## config.mk

```make
export PLATFORM = sky130hd
export DESIGN_NAME = uart_rcv_flat
export DESIGN_NICKNAME = d
export VERILOG_FILES = /design/src/rtl/uart_rcv_if.sv /design/src/rtl/uart_rcv.sv /design/src/flat_wrapper.sv
export SDC_FILE = /design/constraint.sdc
export NUM_CORES = 1
export LEC_CHECK = 0
export CORE_MARGIN = 1
export CORE_UTILIZATION = 26
export CTS_CLUSTER_SIZE = 40
export DETAILED_ROUTE_END_ITERATION = 16
export GPL_TIMING_DRIVEN = 0
export PLACE_DENSITY_LB_ADDON = 0.25
export SYNTH_ARGS = -nofsm -noshare
export SYNTH_HDL_FRONTEND = slang
export SYNTH_SLANG_ARGS = --single-unit
```

## constraint.sdc

```tcl
create_clock -name clk -period 1.95 [get_ports clk]
set_input_delay 0.2925 -clock clk [delete_from_list [all_inputs] [get_ports clk]]
set_output_delay 0.2925 -clock clk [all_outputs]
set_load 0.03 [all_outputs]
```

## src/rtl/uart_rcv_if.sv

```systemverilog
// Byte-side handshake of the UART receiver: serial line in, received byte
// plus ready/error flags out, and the consumer's acknowledge pulse.
interface uart_rcv_if;
   logic       RX;
   logic       clr_rdy;
   logic [7:0] rx_data;
   logic       rdy;
   logic       frm_err;
   logic       ovr_err;

   modport slave (
      input  RX,
      input  clr_rdy,
      output rx_data,
      output rdy,
      output frm_err,
      output ovr_err
   );

   modport master (
      output RX,
      output clr_rdy,
      input  rx_data,
      input  rdy,
      input  frm_err,
      input  ovr_err
   );
endinterface

```

## src/rtl/uart_rcv.sv

```systemverilog
// 8N1 UART receiver: synchronised RX, mid-bit sampling from a down-counting
// baud counter, held ready flag with sticky framing/overrun errors.
module uart_rcv #(
   parameter int BAUD_DIV = 2604,
   parameter int HALF_DIV = 1302
) (
   input  logic        clk,
   input  logic        rst_n,
   uart_rcv_if.slave   uart_io
);

   localparam int CW = ($clog2(BAUD_DIV + 1) > 12) ? $clog2(BAUD_DIV + 1) : 12;
   localparam logic [CW-1:0] BAUD_LOAD = CW'(BAUD_DIV);
   localparam logic [CW-1:0] HALF_LOAD = CW'(HALF_DIV);
   localparam logic [CW-1:0] ONE_CNT   = CW'(1);

   typedef enum logic [1:0] {
      ST_IDLE  = 2'd0,
      ST_START = 2'd1,
      ST_DATA  = 2'd2,
      ST_STOP  = 2'd3
   } state_e;

   logic          sync1_q, sync2_q, prev_q;
   state_e        state_q, state_d;
   logic [CW-1:0] baud_q, baud_d;
   logic [3:0]    bit_cnt_q, bit_cnt_d;
   logic [7:0]    shift_q, shift_d;
   logic [7:0]    rx_data_q, rx_data_d;
   logic          rdy_q, rdy_d;
   logic          frm_q, frm_d;
   logic          ovr_q, ovr_d;
   logic          start_edge_s;
   logic          tick_s;

   assign start_edge_s = prev_q & ~sync2_q;
   // The sample fires on the cycle the count would reach zero; reloading there keeps the period at BAUD_DIV.
   assign tick_s       = (baud_q == ONE_CNT);

   // Next-state and flag update for the receive FSM.
   always_comb begin
      state_d   = state_q;
      baud_d    = baud_q;
      bit_cnt_d = bit_cnt_q;
      shift_d   = shift_q;
      rx_data_d = rx_data_q;
      rdy_d     = rdy_q;
      frm_d     = frm_q;
      ovr_d     = ovr_q;

      if (uart_io.clr_rdy) begin
         rdy_d = 1'b0;
         frm_d = 1'b0;
         ovr_d = 1'b0;
      end else begin
         rdy_d = rdy_q;
      end

      if (state_q != ST_IDLE) begin
         if (tick_s) begin
            baud_d = BAUD_LOAD;
         end else begin
            baud_d = baud_q - ONE_CNT;
         end
      end else begin
         baud_d = baud_q;
      end

      case (state_q)
         ST_IDLE: begin
            if (start_edge_s) begin
               baud_d  = HALF_LOAD;
               state_d = ST_START;
            end else begin
               state_d = ST_IDLE;
            end
         end
         ST_START: begin
            if (tick_s) begin
               if (!sync2_q) begin
                  bit_cnt_d = 4'd0;
                  state_d   = ST_DATA;
               end else begin
                  state_d   = ST_IDLE;
               end
            end else begin
               state_d = ST_START;
            end
         end
         ST_DATA: begin
            if (tick_s) begin
               shift_d   = {sync2_q, shift_q[7:1]};
               bit_cnt_d = bit_cnt_q + 4'd1;
               if (bit_cnt_q == 4'd7) begin
                  state_d = ST_STOP;
               end else begin
                  state_d = ST_DATA;
               end
            end else begin
               state_d = ST_DATA;
            end
         end
         ST_STOP: begin
            if (tick_s) begin
               // Set events override a coincident clr_rdy.
               if (sync2_q) begin
                  rx_data_d = shift_q;
                  rdy_d     = 1'b1;
                  if (rdy_q) begin
                     ovr_d = 1'b1;
                  end else begin
                     ovr_d = ovr_d;
                  end
               end else begin
                  frm_d = 1'b1;
               end
               state_d = ST_IDLE;
            end else begin
               state_d = ST_STOP;
            end
         end
         default: begin
            state_d = ST_IDLE;
         end
      endcase
   end

   // State, synchroniser and output registers.
   always_ff @(posedge clk or negedge rst_n) begin
      if (!rst_n) begin
         sync1_q   <= 1'b0;
         sync2_q   <= 1'b0;
         prev_q    <= 1'b0;
         state_q   <= ST_IDLE;
         baud_q    <= HALF_LOAD;
         bit_cnt_q <= 4'd0;
         shift_q   <= 8'h00;
         rx_data_q <= 8'h00;
         rdy_q     <= 1'b0;
         frm_q     <= 1'b0;
         ovr_q     <= 1'b0;
      end else begin
         sync1_q   <= uart_io.RX;
         sync2_q   <= sync1_q;
         prev_q    <= sync2_q;
         state_q   <= state_d;
         baud_q    <= baud_d;
         bit_cnt_q <= bit_cnt_d;
         shift_q   <= shift_d;
         rx_data_q <= rx_data_d;
         rdy_q     <= rdy_d;
         frm_q     <= frm_d;
         ovr_q     <= ovr_d;
      end
   end

   assign uart_io.rx_data = rx_data_q;
   assign uart_io.rdy     = rdy_q;
   assign uart_io.frm_err = frm_q;
   assign uart_io.ovr_err = ovr_q;

endmodule

```

## src/flat_wrapper.sv

```systemverilog
// flat-port wrapper written by rule: the top's interface ports become plain ports
module uart_rcv_flat 
#(
   parameter int BAUD_DIV = 2604,
   parameter int HALF_DIV = 1302
)
  (clk, rst_n, uart_io_RX, uart_io_clr_rdy, uart_io_rx_data, uart_io_rdy, uart_io_frm_err, uart_io_ovr_err);
  uart_rcv_if uart_io_i ();
  input  logic clk;
  input  logic rst_n;
  input wire logic [$bits(uart_io_i.RX)-1:0] uart_io_RX;
  input wire logic [$bits(uart_io_i.clr_rdy)-1:0] uart_io_clr_rdy;
  output wire logic [$bits(uart_io_i.rx_data)-1:0] uart_io_rx_data;
  output wire logic [$bits(uart_io_i.rdy)-1:0] uart_io_rdy;
  output wire logic [$bits(uart_io_i.frm_err)-1:0] uart_io_frm_err;
  output wire logic [$bits(uart_io_i.ovr_err)-1:0] uart_io_ovr_err;
  assign uart_io_i.RX = uart_io_RX;
  assign uart_io_i.clr_rdy = uart_io_clr_rdy;
  assign uart_io_rx_data = uart_io_i.rx_data;
  assign uart_io_rdy = uart_io_i.rdy;
  assign uart_io_frm_err = uart_io_i.frm_err;
  assign uart_io_ovr_err = uart_io_i.ovr_err;
  uart_rcv #(.BAUD_DIV(BAUD_DIV), .HALF_DIV(HALF_DIV)) u_core (.clk(clk), .rst_n(rst_n), .uart_io(uart_io_i));
endmodule
```

==> summary.md <==
| Metric | Value |
|---|---|
| Outcome | `finished, violations left` |
| Failing checks | `negative setup slack` |
| Nets | `205` |
| Largest stage delay on the critical path | `480 ps` |
| Syn nets | `162` |
| Avg Inst Size Synth | `11.7 sq um` |
| RePlAce Congestion | `0.737` |
| Hold Path Stages | `0` |
| Clock sink count | `40` |
| Ys async rst share | `100%` |
| Most used cell along the critical path | `buf_6` |
| Area of the mapped netlist | `1810 sq um` |
| Drt drc | `0` |
| Starting density of the core | `26.8%` |
| Final ANT Viol Nets | `0` |
| Most common flop cell mapped by yosys | `dfrtp_1` |
| DIE AREA | `7290 sq um` |
| Buffers plus inverters on the worst setup path | `3` |
| Placed inst area | `2070 sq um` |
| Tightest Hold Check Type | `reg -> reg` |
| Pleak | `1.08 nW` |
| Fin. max-slew vios | `0` |
| Total CTS buffers | `5` |
| Final Hold Viols | `0` |
| IO buf count | `14` |
| Critical Path Stages | `8` |
| Dpl hpwl | `2.41 mm` |
| Reg2reg path depth | `8` |
| Commonest non-fill, non-tap cell in the layout | `dfrtp_1` |
| PD cells | `945 nW/um^2` |
| Share of cells above drive strength 1 | `38.7%` |
| Final setup fails | `25` |
| Multiplexer share of the synthesized area | `9.97%` |
| Reg clk slew, reported paths | `80 ps` |
| Area growth syn-to-layout | `36.4%` |
| Crit path capture | `u_core.uart_io.rx_data[0]$_DFFE_PN0P_` |
| Setup slack after layout | `-212 ps` |
| GRT Util Overall | `12.2%` |
| Slew headroom | `55.8%` |
| Synth Area in XOR/XNOR | `2.42%` |
| Number of global-route vias before repair | `1387` |
| Worst EP arrival | `2350 ps` |
| DR iter-0 viols | `74` |
| Fmax | `0.462 GHz` |
| CTS tree | `done` |
| Ant diodes | `0` |
| Yosys top cell by area | `dfrtp_1` |
| CP Capture Type | `flip-flop` |
| Row count | `30` |
| Seq/Total Area, Yosys | `55.7%` |
| Die Ht | `85.4 um` |
| WL per Instance | `14.1 um` |
| Worst-Skew Late Latency | `300 ps` |
| First-pass GRT wire length | `6.86 mm` |
| Largest cells by area after synthesis | `dfrtp_1, mux2_2, dfstp_2, a21oi_1, xor2_1` |
| Max-cap check violation count | `0` |
| Die Wd | `85.4 um` |
| Number of fill cells | `672` |
| Final WL | `3.93 mm` |
| Overflow after GRT | `0` |
| Root Driver | `clkbuf_8` |
| RR Endpoint | `u_core.uart_io.rx_data[0]$_DFFE_PN0P_` |
| Clk_skew | `8.38 ps` |
| Seq cells post-synth | `40` |
| Worst Tran Pin Value | `663 ps` |
| Worst R2R Setup Slack | `-210 ps` |
| Adder-cell share of the synthesized area | `2.08%` |
| Main combinational cell family by area after synthesis | `simple AND/OR/NAND/NOR gates` |
| Largest net degree at the start of global routing | `28` |
| Worst Setup Start Kind | `flip-flop` |
| Vias per cell | `4.80` |
| Initial antenna violation count | `0` |
| Reg2reg start | `u_core.baud_q[0]$_DFF_PN0_` |
| Min Tclk post-route | `2160 ps` |
| Yosys warns | `0` |
| Delay-heaviest family, CP | `simple AND/OR/NAND/NOR gates` |
| Final period utilization | `111%` |
| TritonRoute pass-1 iters | `4` |
| CP Max Fanout | `4` |
| Number of synthesized flops with an enable pin | `0` |
| Mapped Cells | `155` |
| Top-level I/O count | `15` |
| Synth Area in Simple Gates | `15.8%` |
| Power, Total | `2.33 mW` |
| Maximum VDD drop | `0.455 mV` |
| Crit Path Class | `reg -> reg` |
| Core outline area | `6760 sq um` |
| H-tree depth | `2` |
| Crit path cell chain | `ha_4, or4b_4, buf_6, nor3_4, buf_6, buf_6, nand4_4, mux2_4` |
| Post-route cell area | `2470 sq um` |
| Slowest stage cell, crit path | `or4b_4` |
| Critical Path RT | `2140 ps` |
| Share of the synthesized area in the top cell type | `48.4%` |
| CTS max path bufs | `2` |
| Compound-cell area share of the yosys netlist | `11.0%` |
| Yosys cell types | `37` |
| Commonest cells after routing, fill and taps aside | `dfrtp_1, clkdlybuf4s50_1, mux2_2, buf_4` |
| RSZ-0062 raised after global routing | `yes` |
| Vias | `1338` |
| Crit path launch | `u_core.baud_q[0]$_DFF_PN0_` |
==> power breakdown <==
| group | leakage, nW | internal [mW] | total [mW] | switching (mW) |
|---|---|---|---|---|
| Sequential | 0.521 | 0.982 | 1.10 | 0.114 |
| Clock | 0.0434 | 0.287 | 0.594 | 0.307 |
| Combinational | 0.512 | 0.285 | 0.642 | 0.357 |
==> cell families (layout without fill, tap and decap cells) <==
family / after synthesis / in the layout
AOI/OAI and AO/OA: 33 / 33
xor gates and xnor gates: 5 / 5
DFF: 40 / 40
adders and majority gates: 3 / 3
buffers and inverters: 14 / 57
muxes: 16 / 16
and+or+nand+nor: 44 / 45
==> worst min-delay path by stage <==
stage	startpoint	end	slack (ps)
floorplan	rst_n	u_core.baud_q[0]$_DFF_PN0_	-3
global placement	u_core.sync1_q$_DFF_PN0_	u_core.sync2_q$_DFF_PN0_	330
detailed placement	rst_n	u_core.prev_q$_DFF_PN0_	230
CTS	u_core.sync1_q$_DFF_PN0_	u_core.sync2_q$_DFF_PN0_	360
global route	u_core.sync1_q$_DFF_PN0_	u_core.sync2_q$_DFF_PN0_	370
finish	u_core.sync1_q$_DFF_PN0_	u_core.sync2_q$_DFF_PN0_	360
==> synth_stat cells, types with 3 or more instances <==
library cell and count:
dfrtp_1 35, mux2_2 16, a21oi_1 12, nor2_1 11
inv_1 10, o21ai_0 7, dfstp_2 5, xor2_1 5
nand2_1 4, nand3_1 4, nor3_1 4, a311oi_1 3
a31oi_1 3, ha_1 3, nand4_1 3, or3_1 3
==> per-stage QoR <==
stage	TNS, ps	setup slack [ps]	std cells	utilization [%]	hold slack (ps)
3_5_place_dp	-4800	-300	250	30.6	233
3_3_place_gp	-21890	-490	249	30.4	333
5_1_grt	-5990	-297	279	36.5	372
6_report	-3530	-212	279	36.5	355
2_1_floorplan	-410	-137	155	-	-3.09
4_1_cts	-4110	-232	276	35.5	358
==> per-layer routing <==
metal | global-route usage [%] | up-vias | share of wire, %
li1 | - | 652 | -
met1 | 15.3 | 662 | 48
met2 | 20.1 | 17 | 48
met3 | 2.92 | 7 | 2.2
met4 | 5.45 | 0 | 2.1
met5 | 0 | - | 0
==> worst register-to-register path: cells and delay by family (launching register included) <==
kind          cells  cell delay (ps)
simple gates      3              780
fa+ha+maj         1              140
flops             1              410
mux               1              360
buf+inv           3              360
==> registers in the layout (all words and copies together), names as in the netlist <==
signal and count:
u_core.bit_cnt_q 4, u_core.sync1_q 1, u_core.uart_io.rdy 1, u_core.uart_io.frm_err 1, u_core.prev_q 1, u_core.uart_io.rx_data 8, u_core.state_q 2, u_core.sync2_q 1
u_core.baud_q 12, u_core.uart_io.ovr_err 1, u_core.shift_q 8
==> what timing repair did <==
action,4_1_cts,5_1_grt
hold buffers,1,0
buffers inserted,16,3
gates resized for setup,21,14
hold endpoints to repair,10,0
pin swaps,4,4
cloned,1,0
endpoints found under the setup margin,28,36
==> layout make-up <==
cell class / count / area (sq um) / area share (%)
clock inverters: 2 / 15.0 / 0.609
repair buffers: 35 / 334 / 13.5
plain buffers: 4 / 28.8 / 1.17
clock buffers: 6 / 82.6 / 3.35
multi-input cells: 102 / 858 / 34.8
well taps: 80 / 100 / 4.06
flip-flops and latches: 40 / 1010 / 40.9
inverters: 10 / 37.5 / 1.52
Power figures use the tool's default switching activity.
